[config.mk]
export PLATFORM = sky130hd
export DESIGN_NAME = rv32i_execute_sliced_alu
export DESIGN_NICKNAME = d
export VERILOG_FILES = /design/src/rtl/rv32i_execute_sliced_alu_pkg.sv /design/src/rtl/rv32i_execute_sliced_alu_slice.sv /design/src/rtl/rv32i_execute_sliced_alu.sv
export SDC_FILE = /design/constraint.sdc
export NUM_CORES = 1
export LEC_CHECK = 0
export CORE_UTILIZATION = 54
export DETAILED_ROUTE_END_ITERATION = 7
export GPL_TIMING_DRIVEN = 0
export PLACE_DENSITY_LB_ADDON = 0.08
export SYNTH_ARGS = -nofsm -noshare
export SYNTH_HDL_FRONTEND = slang
export SYNTH_HIERARCHICAL = 1
export SYNTH_SLANG_ARGS = --single-unit
[constraint.sdc]
create_clock -name i_clk -period 4.1 [get_ports i_clk]
set_input_delay 0.615 -clock i_clk [delete_from_list [all_inputs] [get_ports i_clk]]
set_output_delay 0.615 -clock i_clk [all_outputs]
set_load 0.01 [all_outputs]
[src/rtl/rv32i_execute_sliced_alu_pkg.sv]
// Shared ALU opcode and FSM state types for the sliced execute ALU.
// Optional build macro RV32I_ALU_SLT_EN adds SLT/SLTU to the sliced opcode set.
package rv32i_execute_sliced_alu_pkg;

  localparam int unsigned ALU_SEL_W = 4;

  typedef enum logic [ALU_SEL_W-1:0] {
    ALU_ADD  = 4'd0,
    ALU_SUB  = 4'd1,
    ALU_AND  = 4'd2,
    ALU_OR   = 4'd3,
    ALU_XOR  = 4'd4,
    ALU_LUI  = 4'd5,
    ALU_SLT  = 4'd6,
    ALU_SLTU = 4'd7
  } alu_sel_e;

  typedef enum logic [1:0] {
    ST_IDLE = 2'd0,
    ST_EXEC = 2'd1,
    ST_DONE = 2'd2
  } alu_state_e;

  // Opcodes that walk the slice datapath; everything else completes at accept.
  function automatic logic uses_slices(input alu_sel_e sel);
    logic r;
    r = 1'b0;
    case (sel)
      ALU_ADD, ALU_SUB, ALU_AND, ALU_OR, ALU_XOR: r = 1'b1;
`ifdef RV32I_ALU_SLT_EN
      ALU_SLT, ALU_SLTU: r = 1'b1;
`endif
      default: r = 1'b0;
    endcase
    return r;
  endfunction

  function automatic logic is_subtract(input alu_sel_e sel);
    return (sel == ALU_SUB) || (sel == ALU_SLT) || (sel == ALU_SLTU);
  endfunction

endpackage

[src/rtl/rv32i_execute_sliced_alu_slice.sv]
// One combinational datapath slice: add with carry, and, or, xor.
module rv32i_execute_sliced_alu_slice
  import rv32i_execute_sliced_alu_pkg::*;
#(
  parameter int unsigned SLICE_W = 16
) (
  input  alu_sel_e             op,
  input  logic [SLICE_W-1:0]   a,
  input  logic [SLICE_W-1:0]   b,
  input  logic                 cin,
  output logic [SLICE_W-1:0]   y_c,
  output logic                 cout_c
);

  localparam int unsigned SUM_W = SLICE_W + 1;

  logic [SUM_W-1:0] sum;

  always_comb begin
    sum    = SUM_W'(a) + SUM_W'(b) + SUM_W'(cin);
    y_c    = '0;
    cout_c = 1'b0;
    case (op)
      ALU_ADD, ALU_SUB, ALU_SLT, ALU_SLTU: begin
        y_c    = sum[SLICE_W-1:0];
        cout_c = sum[SLICE_W];
      end
      ALU_AND: y_c = a & b;
      ALU_OR:  y_c = a | b;
      ALU_XOR: y_c = a ^ b;
      default: y_c = '0;
    endcase
  end

endmodule

[src/rtl/rv32i_execute_sliced_alu.sv]
// Multi-cycle RV32I execute ALU processing one SLICE_W chunk per cycle, LSB first.
// Optional macro RV32I_ALU_SLT_EN enables SLT/SLTU as subtract passes.
module rv32i_execute_sliced_alu
  import rv32i_execute_sliced_alu_pkg::*;
#(
  parameter int unsigned XLEN    = 32,
  parameter int unsigned SLICE_W = 16
) (
  input  logic                 i_clk,
  input  logic                 i_rst,
  input  logic                 i_valid,
  output logic                 o_ready,
  input  logic [ALU_SEL_W-1:0] i_alu_sel,
  input  logic [XLEN-1:0]      i_alu_operand_one,
  input  logic [XLEN-1:0]      i_alu_operand_two,
  output logic                 o_alu_data_valid,
  input  logic                 i_result_ready,
  output logic [XLEN-1:0]      o_alu_result,
  output logic                 o_alu_carry_out
);

  localparam int unsigned NUM_SLICES = XLEN / SLICE_W;
  localparam int unsigned IDX_W      = (NUM_SLICES > 1) ? $clog2(NUM_SLICES) : 1;
  localparam logic [IDX_W-1:0] LAST_IDX = IDX_W'(NUM_SLICES - 1);

  if ((XLEN % SLICE_W) != 0) begin : g_bad_slice_w
    $error("XLEN must be a multiple of SLICE_W");
  end

  alu_state_e          state_q;
  logic [IDX_W-1:0]    idx_q;
  logic                carry_q;
  logic [XLEN-1:0]     op_a_q;
  logic [XLEN-1:0]     op_b_q;
  alu_sel_e            sel_q;

  alu_sel_e            in_sel;
  logic                sub_op;
  logic [SLICE_W-1:0]  slice_a;
  logic [SLICE_W-1:0]  slice_b;
  logic                slice_cin;
  logic [SLICE_W-1:0]  slice_y;
  logic                slice_cout;

  // LUI places the 20-bit immediate in the top bits, zero below.
  function automatic logic [XLEN-1:0] lui_imm(input logic [XLEN-1:0] b);
    return XLEN'(b[19:0]) << (XLEN - 20);
  endfunction

  always_comb begin
    in_sel    = alu_sel_e'(i_alu_sel);
    sub_op    = is_subtract(sel_q);
    slice_a   = op_a_q[idx_q*SLICE_W +: SLICE_W];
    slice_b   = op_b_q[idx_q*SLICE_W +: SLICE_W] ^ {SLICE_W{sub_op}};
    slice_cin = (idx_q == '0) ? sub_op : carry_q;
  end

  rv32i_execute_sliced_alu_slice #(
    .SLICE_W (SLICE_W)
  ) u_slice (
    .op     (sel_q),
    .a      (slice_a),
    .b      (slice_b),
    .cin    (slice_cin),
    .y_c    (slice_y),
    .cout_c (slice_cout)
  );

`ifdef RV32I_ALU_SLT_EN
  logic slt_lt;

  // Signed compare falls back to the difference sign only when the operand signs agree.
  always_comb begin
    slt_lt = ~slice_cout;
    if (sel_q == ALU_SLT) begin
      slt_lt = (op_a_q[XLEN-1] ^ op_b_q[XLEN-1]) ? op_a_q[XLEN-1] : slice_y[SLICE_W-1];
    end
  end
`endif

  always_ff @(posedge i_clk or posedge i_rst) begin
    if (i_rst) begin
      state_q          <= ST_IDLE;
      idx_q            <= '0;
      carry_q          <= 1'b0;
      op_a_q           <= '0;
      op_b_q           <= '0;
      sel_q            <= ALU_ADD;
      o_ready          <= 1'b1;
      o_alu_data_valid <= 1'b0;
      o_alu_result     <= '0;
      o_alu_carry_out  <= 1'b0;
    end else begin
      case (state_q)
        ST_IDLE: begin
          if (i_valid && o_ready) begin
            op_a_q          <= i_alu_operand_one;
            op_b_q          <= i_alu_operand_two;
            sel_q           <= in_sel;
            idx_q           <= '0;
            carry_q         <= 1'b0;
            o_ready         <= 1'b0;
            o_alu_carry_out <= 1'b0;
            if (uses_slices(in_sel)) begin
              state_q      <= ST_EXEC;
              o_alu_result <= '0;
            end else begin
              state_q          <= ST_DONE;
              o_alu_data_valid <= 1'b1;
              o_alu_result     <= (in_sel == ALU_LUI) ? lui_imm(i_alu_operand_two) : '0;
            end
          end
        end
        ST_EXEC: begin
          o_alu_result[idx_q*SLICE_W +: SLICE_W] <= slice_y;
          carry_q <= slice_cout;
          if (idx_q == LAST_IDX) begin
            state_q          <= ST_DONE;
            o_alu_data_valid <= 1'b1;
            o_alu_carry_out  <= ((sel_q == ALU_ADD) || (sel_q == ALU_SUB)) ? slice_cout : 1'b0;
`ifdef RV32I_ALU_SLT_EN
            if ((sel_q == ALU_SLT) || (sel_q == ALU_SLTU)) begin
              o_alu_result <= XLEN'(slt_lt);
            end
`endif
          end else begin
            idx_q <= idx_q + IDX_W'(1);
          end
        end
        ST_DONE: begin
          if (i_result_ready) begin
            state_q          <= ST_IDLE;
            o_alu_data_valid <= 1'b0;
            o_ready          <= 1'b1;
          end
        end
        default: begin
          state_q          <= ST_IDLE;
          o_ready          <= 1'b1;
          o_alu_data_valid <= 1'b0;
        end
      endcase
    end
  end

endmodule
* Word-level counts from Yosys, hierarchy flattened
Cells that the tools add are included.
** Storage, ports and cells
- Word-level logic and storage cells :: 86
- Bits of input ports :: 72
- Register bits after elaboration :: 107
** Operators by class
- Shifts and indexed selects :: 4
- Multiplexer cells :: 30
- Bitwise operators :: 5
- Reduce and logical (&&, ||, !) cells :: 16
- Eq/ne operators :: 17
- Add/subtract/negate cells :: 4
** Operators with widths (count)
- 32-bit 2-to-1 mux :: 3
- 16-bit case mux with 4 select lines :: 1
- 32-bit case mux with 2 select lines :: 1
- 32-bit by 6-bit indexed part select with 16-bit output :: 2
- 5-bit negation with 34-bit output :: 1
- 16-bit by 34-bit variable shift with 32-bit output, first input constant :: 1
- 16-bit by 34-bit indexed part select with 32-bit output :: 1
- 32-bit bitwise mux :: 1
- 16-bit bitwise XOR :: 2
- 4-bit by 3-bit == test with 1-bit output, second input constant :: 5
- 16-bit by 16-bit adder with 17-bit output :: 1
- 17-bit by 1-bit adder with 17-bit output :: 1
- 16-bit AND :: 1
- 4-bit by 2-bit == test with 1-bit output, second input constant :: 4
- 16-bit OR :: 1
- 1-bit 2-to-1 mux :: 14
- 3-bit AND reduction :: 3
- 4-bit by 1-bit == test with 1-bit output, second input constant :: 2
- 4-bit logical NOT :: 2
- 2-bit 2-to-1 mux :: 4
- 2-bit != test, second input constant :: 4
- 1-bit case mux with 2 select lines :: 3
- 1-bit case mux with 3 select lines :: 2
- 2-bit case mux with 3 select lines :: 1
- other kinds (12) :: 15

* Logic depth before layout (Yosys ltp)
- Depth after elaboration :: 10
- Gate-level depth with buffers :: 15
- Mapped depth without buffers :: 13

* Modules after synthesis
Netlist, hierarchy kept.
** By module, submodules not included
- rv32i_execute_sliced_alu :: instances 1, seq. area each 2678.8 um^2, area an instance 4848.4 um^2, cells each 496
- rv32i_execute_sliced_alu_slice :: instances 1, seq. area each 0.0 um^2, area an instance 1549.0 um^2, cells each 232

* Worst setup path after synthesis
No wires, ideal clock.
- Kind :: register to register
- From :: register sel_q[1]
- To :: register o_alu_result[14]
- Library setup time :: 0.126 ns
- Arrival :: 3.453 ns
- Path buffers :: 0
- Path slack :: 0.521 ns
- Stages on the path, launching flop included :: 13
- Clock period less this slack :: 3.579 ns
- Cell sequence :: dfrtp_1 or3b_4 a21oi_4 xnor2_1 fa_1 fa_1 a21o_1 a41oi_2 a21oi_1 a211oi_2 xor2_1 o21ai_0 a221o_1
** Between the ends
- Longest elaborated chain between the ends :: 10
- Elaborated cells on any way between the ends :: 21
** RTL lines
- from (decl) :: line rv32i_execute_sliced_alu.sv:35 : alu_sel_e sel_q;
- from (signal assigned) :: line rv32i_execute_sliced_alu.sv:99 : sel_q <= in_sel;
- 4-bit by 1-bit == test with 1-bit output / 4-bit by 3-bit == test with 1-bit output (equally long branches) :: line rv32i_execute_sliced_alu_pkg.sv:39 : return (sel == ALU_SUB) || (sel == ALU_SLT) || (sel == ALU_SLTU);
- 1-bit logical OR :: line rv32i_execute_sliced_alu_pkg.sv:39
- 1-bit logical OR (*) :: line rv32i_execute_sliced_alu_pkg.sv:39
- 16-bit bitwise XOR (*) :: line rv32i_execute_sliced_alu.sv:54 : slice_b = op_b_q[idx_q*SLICE_W +: SLICE_W] ^ {SLICE_W{sub_op}};
- named net slice_b[0] :: line rv32i_execute_sliced_alu.sv:40 : logic [SLICE_W-1:0] slice_b;
- 16-bit by 16-bit adder with 17-bit output (*) :: line rv32i_execute_sliced_alu_slice.sv:20 : sum = SUM_W'(a) + SUM_W'(b) + SUM_W'(cin);
- 17-bit by 1-bit adder with 17-bit output (*) :: line rv32i_execute_sliced_alu_slice.sv:20
- 16-bit case mux with 4 select lines (*) :: line rv32i_execute_sliced_alu_slice.sv:23 : case (op)
- named net slice_y[14] :: line rv32i_execute_sliced_alu.sv:42 : logic [SLICE_W-1:0] slice_y;
- 16-bit by 34-bit indexed part select with 32-bit output (*) :: line rv32i_execute_sliced_alu.sv:115 : o_alu_result[idx_q*SLICE_W +: SLICE_W] <= slice_y;
- 32-bit bitwise mux (*) :: line rv32i_execute_sliced_alu.sv:115
- 32-bit case mux with 2 select lines (*) :: line rv32i_execute_sliced_alu.sv:94 : case (state_q)
- to (signal assigned) :: line rv32i_execute_sliced_alu.sv:110 : o_alu_result <= (in_sel == ALU_LUI) ? lui_imm(i_alu_operand_two) : '0;
- to (signal, indexed assignment) :: line rv32i_execute_sliced_alu.sv:115
- to (decl) :: line rv32i_execute_sliced_alu.sv:18 : output logic [XLEN-1:0] o_alu_result,
Mark *: on every way through the listed nets, which the timed path passes. The rest lies on a longest branch.
A chain may end at the register's enable or synchronous reset.

* Worst setup path in the final report
- From :: register sel_q[1]
- To :: register o_alu_result[26]
The elaborated chain is that of the path after synthesis.

==> metrics.md <==
| Metric | Value |
|---|---|
| EDFF count, synth | `0` |
| Rows | `39` |
| Die width | `111 µm` |
| Fillers | `909` |
| CTS buffer count | `9` |
| Die H | `111 µm` |
| Ant diodes | `0` |
| CTS tree | `yes` |
| Port buffer count | `106` |
| CP required | `4.39 ns` |
| Cell area after synthesis | `6400 µm²` |
| CTS Sinks | `107` |
| Yosys warns | `6` |
| Main synth FF type | `dfrtp_1` |
| Status | `completed` |
| Setup crit end | `o_alu_result[26]` |
| Hold Crit Class | `reg2reg` |
| FF-to-FF path depth | `13` |
| Pin count of the biggest net entering global routing | `68` |
| Area grow syn2layout | `25.2%` |
| Worst Path Max Fanout | `7` |
| Residual DRC count | `0` |
| Sequential area share after synthesis | `41.9%` |
| Detailed-route via count | `5,883` |
| Fmax | `253 MHz` |
| Final setup viols | `0` |
| CP startpoint | `sel_q[1]` |
| Mapped Avg Cell Area | `8.79 µm²` |
| Clock tree buffer depth | `2` |
| All-layer global routing usage | `32.3%` |
| Clk_lat worst skew | `0.36 ns` |
| Die footprint | `12,300 µm²` |
| PwrDens | `967 nW/µm²` |
| Leak | `3.83 nW` |
| Worst r2r src | `sel_q[1]` |
| Max-slew headroom at the worst pin | `36.2%` |
| Hold_buf cts | `0` |
| Gate Count Post-Synth | `728` |
| Peak supply drop | `0.000661 V` |
| Num ports | `107` |
| Detail Placement HPWL | `14.5 mm` |
| Reg2Reg Capture Point | `o_alu_result[26]` |
| Worst setup EP type | `flip-flop` |
| Period utilization | `96.3%` |
| Core ar. | `11,500 µm²` |
| Synthesized flop and latch total | `107` |
| Starting Density | `55.8%` |
| Worst R2R Setup Slack | `0.15 ns` |
| Nets | `955` |
| Initial DRC Count | `471` |
| Drt via density | `5.90` |
| Final Max Tran Viols | `0` |
| Final Util | `69.8%` |
| FFs w/ async S/R, synth | `100%` |
| Worst Path Arrival | `4.23 ns` |
| Fraction of layout cells with a size suffix above 1 | `9.72%` |
| Synth Net Count | `834` |
| Number of global-route vias before repair | `5,940` |
| Startpoint types | `flip-flop` |
| Placed cell area | `7670 µm²` |
| WL per Instance | `19.2 µm` |
| Clk pin slew, worst setup/hold paths | `0.08 ns` |
| CP Class | `reg2reg` |
| Antenna viol nets, final | `0` |
| # Max-Cap Violations | `0` |
| Initial antenna violation count | `0` |
| TritonRoute pass-1 iters | `5` |
| Total grt overflow | `0` |
| Post-route clock skew | `0.0162 ns` |
| H-Tree Depth | `3` |
| Final Wtd Congestion | `0.943` |
| Sum Neg Setup Slack | `0 ns` |
| Hold Violations, Final | `0` |
| First-pass GRT wire length | `30.7 mm` |
| Root buffer cell | `clkbuf_16` |
| Post-layout minimum cycle time | `3.95 ns` |
| Worst slew pin tran | `0.946 ns` |
| Final Instance Area | `8010 µm²` |
| Yosys cell types | `60` |
| Final WL | `19.1 mm` |
cell usage in the layout, fill, tap and decap left out, drive strengths merged, types with 15 or more instances in the layout:
cell type        n
a2bb2oi         16
mux2i           17
ha              32
clkdlybuf4s50  106
inv             40
buf             30
dfrtp          106
clkbuf          26
nor2            24
a22o            15
nand2          234
xnor2           19
nand3           19
a21oi           24
mux2            18
o21ai           38
metrics by stage:
stage | power (W) | cells | setup WS, ns | hold WS (ns)
2_1_floorplan | 0.00500 | 728 | 0.521 | 0.440
3_3_place_gp | 0.00653 | 977 | -0.762 | 0.453
3_5_place_dp | 0.00664 | 978 | -0.116 | 0.457
4_1_cts | 0.00756 | 994 | 0.0103 | 0.474
5_1_grt | 0.00828 | 997 | -0.0105 | 0.502
6_report | 0.00774 | 997 | 0.153 | 0.474
cells in the mapped netlist, drive strengths merged (2+ instances only):
| cell | n | area, µm² |
|---|---|---|
| mux2i | 17 | 170 |
| o41ai | 2 | 36.3 |
| nand2 | 234 | 881 |
| a21oi | 24 | 131 |
| nand4 | 3 | 18.8 |
| and2 | 3 | 18.8 |
| nand3b | 2 | 15.0 |
| a22oi | 3 | 22.5 |
| xnor2 | 19 | 166 |
| buf | 28 | 165 |
| o31ai | 3 | 22.5 |
| o21ai | 38 | 190 |
| fa | 2 | 40.0 |
| and4 | 5 | 43.8 |
| a41oi | 2 | 25.0 |
| dfrtp | 106 | 2650 |
| mux2 | 18 | 203 |
| and4bb | 2 | 25.0 |
| nand3 | 19 | 95.1 |
| a221oi | 5 | 43.8 |
| a21o | 7 | 52.6 |
| a2bb2oi | 16 | 140 |
| xor2 | 3 | 26.3 |
| nor3 | 2 | 10.0 |
| nor2b | 3 | 18.8 |
| o21a | 4 | 30.0 |
| ha | 32 | 400 |
| a221o | 7 | 70.1 |
| nand4bb | 2 | 22.5 |
| o211ai | 6 | 45.0 |
| a22o | 15 | 131 |
| clkbuf | 14 | 52.6 |
| inv | 38 | 143 |
| o311ai | 3 | 26.3 |
| and3 | 2 | 17.5 |
| nor2 | 24 | 92.6 |
cell families (layout without fill, tap and decap cells):
family,after synthesis,count (layout),share of synthesized area [%]
AOI/OAI and AO/OA,143,143,16.2
xor gates and xnor gates,22,22,3.01
adders and majority gates,34,34,6.88
buffers and inverters,80,206,5.63
DFF,107,107,41.9
muxes,35,35,5.83
and+or+nand+nor,307,307,20.6
where the power goes:
group          switching, W  total [W]  internal [W]
Clock              0.000416   0.000836      0.000420
Sequential         0.000288    0.00180       0.00151
Combinational       0.00305    0.00511       0.00206
state kept, by name, indices dropped and copies added (netlist names):
name	cells
o_alu_result	32
op_a_q	32
op_b_q	32
sel_q	4
state_q	2
carry_q	1
idx_q	1
o_alu_carry_out	1
o_alu_data_valid	1
o_ready	1
worst max-delay path, stage by stage (launching register included):
cell	delay (ns)
dfrtp_1	0.45
or3b_4	0.43
a21oi_4	0.25
xnor2_1	0.18
fa_1	0.47
fa_1	0.43
a21o_1	0.23
a41oi_2	0.28
and3_4	0.29
o31ai_1	0.10
xnor2_1	0.16
o221ai_2	0.30
o21ai_1	0.14
a2bb2oi_1	0.16
how the worst min path moves through the flow:
stage / from / endpoint / cells after the start
finish: op_a_q[23] / op_a_q[23] / 2
global route: op_b_q[15] / op_b_q[15] / 2
CTS: op_a_q[31] / op_a_q[31] / 2
detailed placement: op_a_q[31] / op_a_q[31] / 2
global placement: op_a_q[31] / op_a_q[31] / 2
floorplan: op_a_q[16] / op_a_q[16] / 2
per-layer routing:
| layer | wire length (µm) | GRT usage [%] | up-vias |
|---|---|---|---|
| met5 | 0 | 0 | - |
| met4 | 630 | 14.1 | 0 |
| met3 | 1440 | 8.26 | 52 |
| met2 | 9000 | 51.4 | 260 |
| met1 | 8040 | 41.7 | 2855 |
| li1 | - | - | 2716 |
area by class of cell:
type | instances | area, µm² | area share [%]
Buffer | 42 | 223 | 2.78
Clock buffer | 10 | 229 | 2.86
Clock inverter | 6 | 48.8 | 0.609
Inverter | 38 | 145 | 1.81
Multi-Input combinational cell | 541 | 3380 | 42.2
Sequential cell | 107 | 2680 | 33.5
Tap cell | 143 | 179 | 2.23
Timing Repair Buffer | 110 | 1120 | 14.0
timing repair:
action / CTS / global route
setup buffers: 0 / 3
setup endpoints to repair: 6 / 19
pin swaps: 0 / 2
resized for setup: 5 / 8
No activity file was read; power rests on OpenSTA's default activity.
